**config.mk**
```make
export PLATFORM = sky130hd
export DESIGN_NAME = mips_alu_mc_flat
export DESIGN_NICKNAME = d
export VERILOG_FILES = /design/src/rtl/mips_alu_mc_if.sv /design/src/rtl/mips_alu_mc.sv /design/src/flat_wrapper.sv
export SDC_FILE = /design/constraint.sdc
export NUM_CORES = 1
export LEC_CHECK = 0
export BUFFER_PORTS_ARGS = -buffer_cell sky130_fd_sc_hd__buf_4
export CAP_MARGIN = 20
export CELL_PAD_IN_SITES_DETAIL_PLACEMENT = 1
export CELL_PAD_IN_SITES_GLOBAL_PLACEMENT = 1
export CORE_MARGIN = 1.5
export CORE_UTILIZATION = 35
export CTS_BUF_LIST = sky130_fd_sc_hd__clkbuf_8
export DETAILED_ROUTE_END_ITERATION = 6
export PLACE_DENSITY = 0.71
export SYNTH_ARGS = -nofsm -noshare
export SYNTH_HDL_FRONTEND = slang
export SYNTH_SLANG_ARGS = --single-unit
```
**constraint.sdc**
```tcl
create_clock -name clk_i -period 2.9 [get_ports clk_i]
set_clock_uncertainty 0.05 [all_clocks]
set_input_delay 0.58 -clock clk_i [delete_from_list [all_inputs] [get_ports clk_i]]
set_output_delay 0.58 -clock clk_i [all_outputs]
set_load 0.02 [all_outputs]
```
**src/rtl/mips_alu_mc_if.sv**
```systemverilog
// Request/response bundle between the control unit and the multi-cycle ALU.
// The slave side is the ALU; the master side is the control unit or a testbench.
interface mips_alu_mc_if #(
  parameter int WIDTH = 32
);
  logic             valid_i;
  logic             ready_o;
  logic [3:0]       op_i;
  logic [WIDTH-1:0] src_a_i;
  logic [WIDTH-1:0] src_b_i;
  logic             valid_o;
  logic             ready_i;
  logic [WIDTH-1:0] result_lo_o;
  logic [WIDTH-1:0] result_hi_o;
  logic             zero_o;
  logic             div0_o;

  modport slave (
    input  valid_i, op_i, src_a_i, src_b_i, ready_i,
    output ready_o, valid_o, result_lo_o, result_hi_o, zero_o, div0_o
  );

  modport master (
    output valid_i, op_i, src_a_i, src_b_i, ready_i,
    input  ready_o, valid_o, result_lo_o, result_hi_o, zero_o, div0_o
  );
endinterface

```
**src/rtl/mips_alu_mc.sv**
```systemverilog
// Multi-cycle MIPS ALU: 1-cycle ALU ops, WIDTH+1-cycle MULTU/DIVU (shift-add / restoring).
// Accepts only in IDLE; the result is held in DONE until ready_i, so a stalled consumer loses nothing.
module mips_alu_mc #(
  parameter int WIDTH = 32
) (
  input  logic         clk_i,
  input  logic         rst_ni,
  mips_alu_mc_if.slave bus
);
  localparam int CNT_W = $clog2(WIDTH + 1);

  localparam logic [1:0] S_IDLE = 2'd0;
  localparam logic [1:0] S_BUSY = 2'd1;
  localparam logic [1:0] S_DONE = 2'd2;

  localparam logic [3:0] OP_AND   = 4'b0000;
  localparam logic [3:0] OP_OR    = 4'b0001;
  localparam logic [3:0] OP_ADD   = 4'b0010;
  localparam logic [3:0] OP_SLTU  = 4'b0011;
  localparam logic [3:0] OP_SUB   = 4'b0110;
  localparam logic [3:0] OP_SLT   = 4'b0111;
  localparam logic [3:0] OP_MULTU = 4'b1000;
  localparam logic [3:0] OP_DIVU  = 4'b1001;

  logic [1:0]       r_state;
  logic [CNT_W-1:0] r_cnt;
  logic             r_is_mul;
  logic [WIDTH-1:0] r_opnd;
  logic [WIDTH-1:0] r_acc_hi;
  logic [WIDTH-1:0] r_acc_lo;
  logic [WIDTH-1:0] r_res_lo;
  logic [WIDTH-1:0] r_res_hi;
  logic             r_zero;
  logic             r_div0;

  logic             w_accept;
  logic [WIDTH-1:0] w_alu_lo;
  logic [WIDTH:0]   w_mul_sum;
  logic [WIDTH-1:0] w_mul_hi;
  logic [WIDTH-1:0] w_mul_lo;
  logic [WIDTH:0]   w_div_shift;
  logic [WIDTH:0]   w_div_diff;
  logic             w_div_ok;
  logic [WIDTH-1:0] w_div_hi;
  logic [WIDTH-1:0] w_div_lo;

  assign w_accept = bus.valid_i && (r_state == S_IDLE);

  always_comb begin
    w_alu_lo = '0;
    case (bus.op_i)
      OP_ADD:  w_alu_lo = bus.src_a_i + bus.src_b_i;
      OP_SUB:  w_alu_lo = bus.src_a_i - bus.src_b_i;
      OP_AND:  w_alu_lo = bus.src_a_i & bus.src_b_i;
      OP_OR:   w_alu_lo = bus.src_a_i | bus.src_b_i;
      OP_SLT:  w_alu_lo = {{(WIDTH-1){1'b0}}, $signed(bus.src_a_i) < $signed(bus.src_b_i)};
      OP_SLTU: w_alu_lo = {{(WIDTH-1){1'b0}}, bus.src_a_i < bus.src_b_i};
      default: w_alu_lo = '0;
    endcase
  end

  // Multiply: multiplier sits in lo and is consumed LSB-first as partial sums shift in from hi.
  assign w_mul_sum = {1'b0, r_acc_hi} + (r_acc_lo[0] ? {1'b0, r_opnd} : {(WIDTH+1){1'b0}});
  assign w_mul_hi  = w_mul_sum[WIDTH:1];
  assign w_mul_lo  = {w_mul_sum[0], r_acc_lo[WIDTH-1:1]};

  // Divide: the trial subtract needs one extra bit since the shifted remainder can reach 2*divisor-1.
  assign w_div_shift = {r_acc_hi, r_acc_lo[WIDTH-1]};
  assign w_div_diff  = w_div_shift - {1'b0, r_opnd};
  assign w_div_ok    = !w_div_diff[WIDTH];
  assign w_div_hi    = w_div_ok ? w_div_diff[WIDTH-1:0] : w_div_shift[WIDTH-1:0];
  assign w_div_lo    = {r_acc_lo[WIDTH-2:0], w_div_ok};

  always_ff @(posedge clk_i or negedge rst_ni) begin
    if (!rst_ni) begin
      r_state  <= S_IDLE;
      r_cnt    <= '0;
      r_is_mul <= 1'b0;
      r_opnd   <= '0;
      r_acc_hi <= '0;
      r_acc_lo <= '0;
      r_res_lo <= '0;
      r_res_hi <= '0;
      r_zero   <= 1'b0;
      r_div0   <= 1'b0;
    end else begin
      case (r_state)
        S_IDLE: begin
          if (w_accept) begin
            r_zero <= (bus.src_a_i == bus.src_b_i);
            r_div0 <= 1'b0;
            case (bus.op_i)
              OP_MULTU: begin
                r_is_mul <= 1'b1;
                r_opnd   <= bus.src_a_i;
                r_acc_hi <= '0;
                r_acc_lo <= bus.src_b_i;
                r_cnt    <= CNT_W'(WIDTH);
                r_state  <= S_BUSY;
              end
              OP_DIVU: begin
                if (bus.src_b_i == '0) begin
                  r_res_lo <= '1;
                  r_res_hi <= bus.src_a_i;
                  r_div0   <= 1'b1;
                  r_state  <= S_DONE;
                end else begin
                  r_is_mul <= 1'b0;
                  r_opnd   <= bus.src_b_i;
                  r_acc_hi <= '0;
                  r_acc_lo <= bus.src_a_i;
                  r_cnt    <= CNT_W'(WIDTH);
                  r_state  <= S_BUSY;
                end
              end
              default: begin
                r_res_lo <= w_alu_lo;
                r_res_hi <= '0;
                r_state  <= S_DONE;
              end
            endcase
          end
        end
        S_BUSY: begin
          if (r_cnt == '0) begin
            r_res_lo <= r_acc_lo;
            r_res_hi <= r_acc_hi;
            r_state  <= S_DONE;
          end else begin
            r_cnt    <= r_cnt - 1'b1;
            r_acc_hi <= r_is_mul ? w_mul_hi : w_div_hi;
            r_acc_lo <= r_is_mul ? w_mul_lo : w_div_lo;
          end
        end
        S_DONE: begin
          if (bus.ready_i) begin
            r_state <= S_IDLE;
          end
        end
        default: r_state <= S_IDLE;
      endcase
    end
  end

  assign bus.ready_o     = (r_state == S_IDLE);
  assign bus.valid_o     = (r_state == S_DONE);
  assign bus.result_lo_o = r_res_lo;
  assign bus.result_hi_o = r_res_hi;
  assign bus.zero_o      = r_zero;
  assign bus.div0_o      = r_div0;
endmodule

```
**src/flat_wrapper.sv**
```systemverilog
// flat-port wrapper written by rule: the top's interface ports become plain ports
module mips_alu_mc_flat 
#(
  parameter int WIDTH = 32
)
  (clk_i, rst_ni, bus_valid_i, bus_op_i, bus_src_a_i, bus_src_b_i, bus_ready_i, bus_ready_o, bus_valid_o, bus_result_lo_o, bus_result_hi_o, bus_zero_o, bus_div0_o);
  mips_alu_mc_if #(.WIDTH(WIDTH)) bus_i ();
  input  logic clk_i;
  input  logic rst_ni;
  input wire logic [$bits(bus_i.valid_i)-1:0] bus_valid_i;
  input wire logic [$bits(bus_i.op_i)-1:0] bus_op_i;
  input wire logic [$bits(bus_i.src_a_i)-1:0] bus_src_a_i;
  input wire logic [$bits(bus_i.src_b_i)-1:0] bus_src_b_i;
  input wire logic [$bits(bus_i.ready_i)-1:0] bus_ready_i;
  output wire logic [$bits(bus_i.ready_o)-1:0] bus_ready_o;
  output wire logic [$bits(bus_i.valid_o)-1:0] bus_valid_o;
  output wire logic [$bits(bus_i.result_lo_o)-1:0] bus_result_lo_o;
  output wire logic [$bits(bus_i.result_hi_o)-1:0] bus_result_hi_o;
  output wire logic [$bits(bus_i.zero_o)-1:0] bus_zero_o;
  output wire logic [$bits(bus_i.div0_o)-1:0] bus_div0_o;
  assign bus_i.valid_i = bus_valid_i;
  assign bus_i.op_i = bus_op_i;
  assign bus_i.src_a_i = bus_src_a_i;
  assign bus_i.src_b_i = bus_src_b_i;
  assign bus_i.ready_i = bus_ready_i;
  assign bus_ready_o = bus_i.ready_o;
  assign bus_valid_o = bus_i.valid_o;
  assign bus_result_lo_o = bus_i.result_lo_o;
  assign bus_result_hi_o = bus_i.result_hi_o;
  assign bus_zero_o = bus_i.zero_o;
  assign bus_div0_o = bus_i.div0_o;
  mips_alu_mc #(.WIDTH(WIDTH)) u_core (.clk_i(clk_i), .rst_ni(rst_ni), .bus(bus_i));
endmodule
```
==> results.toml <==
[sta]
fmax_mhz = 304
period_minus_slack_ns = 3.29
worst_slack_ns = -0.390
rsz0062_at_grt = "true"
worst_pin_slew_ns = 0.893
hold_viol_final = 0
maxSlewViolCount = 0
tns_ns = -8.85
maxSlewHeadroom = 0.405
hold_ws_ns = 0.237
fin_crit_sh = 1.13
setup_viol = 33

[setup_path]
path_max_fanout = 6
cp-end-kind = "flip-flop"
worst_r2r_path_depth = 14
critPathTopFamily = "compound AO/OA/AOI/OAI gates"
path_cells = "inv_2 -> ha_4 -> inv_2 -> fa_2 -> a211oi_2 -> o211ai_1 -> a21oi_2 -> or4_4 -> a311oi_4 -> nor3b_4 -> buf_6 -> a311oi_2 -> a221o_1 -> a22o_1"
r2r_slack_ns = -0.39
startpoint_type = "flip-flop"
cp.arrival_ns = 3.73
critPathKind = "flip-flop to flip-flop"
cp_slowest_cell = "dfrtp_1"
critical_path_buf_inv_count = 3
rr_endpoint = "u_core.r_acc_hi[31]"
worstPathRequired_ns = 3.34
r2r_start = "u_core.r_acc_lo[31]"
cpPeakStageDelay_ns = 0.40
path_common_cell = "inv_2"

[cts]
cts_buffers = 17
cts-htree-levels = 4
root_buffer = "clkbuf_8"
clkSinkCount = 171
cts_tree = "yes"
cts_buffer_depth = 2
clkTransAtPathRegs_ns = 0.11
clk_latency_ns = 0.60

[worst_hold_path]
hold_path_end = "u_core.r_opnd[27]"
min_from = "bus_src_b_i[27]"
min_path_type = "input pin to flip-flop"
hold_path_depth = 3

[routing]
vias_per_cell = 5.73
top_layer = "met4"
first_iter_violations = 1664
drc = 0
drt-met1-wl_mm = 35.6
met2_wirelength_mm = 38.2
routed_wl_mm = 80.5
routedWlPerCell_um = 22.9
first_pass_iters = 5
vias = 20200
wl_met3_mm = 4.19
ant_nets = 0

[synth]
syn_area_um2 = 17100
yosys.cell_types.count = 82
synth_compound_area_frac = 0.273
yosys.area_share.simple = 0.212
synth.avg_cell_area_um2 = 7.53
ys.flop_type = "dfrtp_1"
seq_area_frac_synth = 0.250
synthAdderAreaFrac = 0.128
yosysWarnings = 0
async_flop_share = 1.00
synth-seq-cells = 171
synthesis.nets = 2518
synth_edf_count = 0
synth_top_family_by_area = "compound AO/OA/AOI/OAI gates"
synth_xor_xnor_area_share = 0.0425
muxShareOfSynthArea = 0.0306
synthCells = 2273

[global_route]
grt_first_pass_wirelength_mm = 124
grt_max_degree = 83
track_usage = 0.321
grt-ovfl-total = 0
antenna_found_initial = 1
grt_pass1_vias = 21000

[finish]
area_delta_synth_final_pct = 41.1
final_cells = 3521
fillCellCount = 5901
nets = 3138
final_core_util = 0.504
finalInstanceArea_um2 = 24100
drive_above_1_share = 0.323

[die]
dieArea_um2 = 50200
die_y_um = 224
rows = 80
die_x_um = 224
core_area_um2 = 47900
start_util = 0.357
num_io_pins = 140

[power]
total_power_mw = 22.4
seqPwrFrac = 0.204
peakVddDrop_uv = 339
internal_power_mw = 11.7
swShare = 0.480
power.leakage_nw = 11.7
switching_power_mw = 10.8
p_per_area_nw_per_um2 = 929
comb_power_share = 0.720
clkPwrFrac = 0.076

[outcome]
status = "finished, violations left"
failed_checks = "setup timing"

[placement]
dp_cells = 3465
portBuffers = 139
pre_cts_slack_ns = -0.741
place_hpwl_mm = 64.2
gp_congestion = 0.967
dpl_cell_area_um2 = 23100

[job]
max-cap-violations = 0
-- cell usage in the layout, fill, tap and decap left out, types with 13 or more instances in the layout --
master    instances
a211oi_1         13
a21o_1           39
a21oi_1         130
a21oi_2          19
a221o_1          18
a22oi_1          18
a31oi_1          81
and2_1           40
and3_1           20
buf_12           14
buf_4           708
clkbuf_8         19
dfrtp_1         167
ha_1            156
inv_1           131
mux2_2           35
nand2_1         281
nand2b_1         19
nand3_1          60
nand4_1          18
nor2_1          203
nor2b_1          19
nor3_1           39
nor4_1           16
o211ai_1         49
o21ai_0         195
o21ai_1          15
o21bai_1         13
o31ai_1          14
or3_1            14
xnor2_1          57
xor2_1           26
-- repair_timing --
| action | in CTS | in global routing |
|---|---|---|
| hold buffers | 1 | 0 |
| endpoints found under the hold margin | 35 | 0 |
| endpoints found under the setup margin | 42 | 52 |
| gates cloned | 0 | 0 |
| buffers inserted | 19 | 8 |
| pin swaps | 43 | 24 |
| resized for setup | 86 | 45 |
-- worst min-delay path, cell delays in order --
cell and delay, ns:
buf_4 0.14, nand2_1 0.06, a31oi_1 0.07
-- synthesized netlist by cell type (44+ instances only) --
cell type  instances  share of area
o21ai_0          208          0.061
a21oi_1          151          0.044
o211ai_1          49          0.021
a31oi_1           85          0.031
nor2_1           209          0.046
xnor2_1           57          0.029
clkbuf_1         114          0.025
nor3_1            44          0.013
dfrtp_1          171           0.25
nand3_1           64          0.019
inv_1            142          0.031
nand2_1          281          0.062
ha_1             169           0.12
-- worst max-delay path by stage --
stage	startpoint	to	slack, ns	depth (start not counted)
after floorplan	bus_src_a_i[13]	u_core.bus.result_lo_o[28]	-0.33	12
after global placement	bus_src_b_i[12]	u_core.bus.result_lo_o[24]	-0.68	12
after detailed placement	bus_src_b_i[12]	u_core.bus.result_lo_o[24]	-0.74	12
after CTS	u_core.r_acc_lo[31]	u_core.r_acc_hi[31]	-0.36	14
after global routing	u_core.r_acc_lo[31]	u_core.r_acc_hi[13]	-0.53	15
final	u_core.r_acc_lo[31]	u_core.r_acc_hi[31]	-0.39	14
-- cell families after synthesis --
logic type               count (synthesis)
AO/OA/AOI/OAI                          731
XOR/XNOR                                83
adder cells (fa/ha/maj)                173
buffers and inverters                  280
flip-flops                             171
multiplexers                            48
AND/OR/NAND/NOR                        787
-- power groups by stage --
| stage | registers (mW) | logic [mW] | clock network [mW] |
|---|---|---|---|
| floorplan | 4.77 | 7.73 | 0 |
| detailed placement | 4.56 | 15.0 | 0 |
| global route | 4.70 | 17.4 | 1.85 |
| global placement | 4.51 | 14.4 | 0 |
| finish | 4.58 | 16.1 | 1.72 |
| CTS | 4.54 | 15.7 | 1.77 |
-- per-layer routing --
metal / track usage / vias up
li1: - / 9383
met1: 0.424 / 10100
met2: 0.534 / 559
met3: 0.0484 / 126
met4: 0.109 / 0
met5: 0 / -
-- sequential cells by signal (all words and copies together) (netlist names) --
name	count
u_core.r_state	2
u_core.r_acc_hi	32
u_core.bus.zero_o	1
u_core.r_is_mul	1
u_core.r_opnd	32
u_core.bus.result_hi_o	32
u_core.r_acc_lo	32
u_core.bus.result_lo_o	32
u_core.bus.div0_o	1
u_core.r_cnt	6
-- area by class of cell --
type | instances | area, um^2 | share of cell area
clock buffers | 18 | 248 | 0.0103
flip-flops and latches | 171 | 4280 | 0.177
diodes | 1 | 2.50 | 0.000104
well taps | 615 | 769 | 0.0319
multi-input cells | 1822 | 12400 | 0.514
clock inverters | 13 | 95.1 | 0.00394
repair buffers | 738 | 5780 | 0.240
inverters | 143 | 564 | 0.0234
Power figures use the tool's default switching activity.
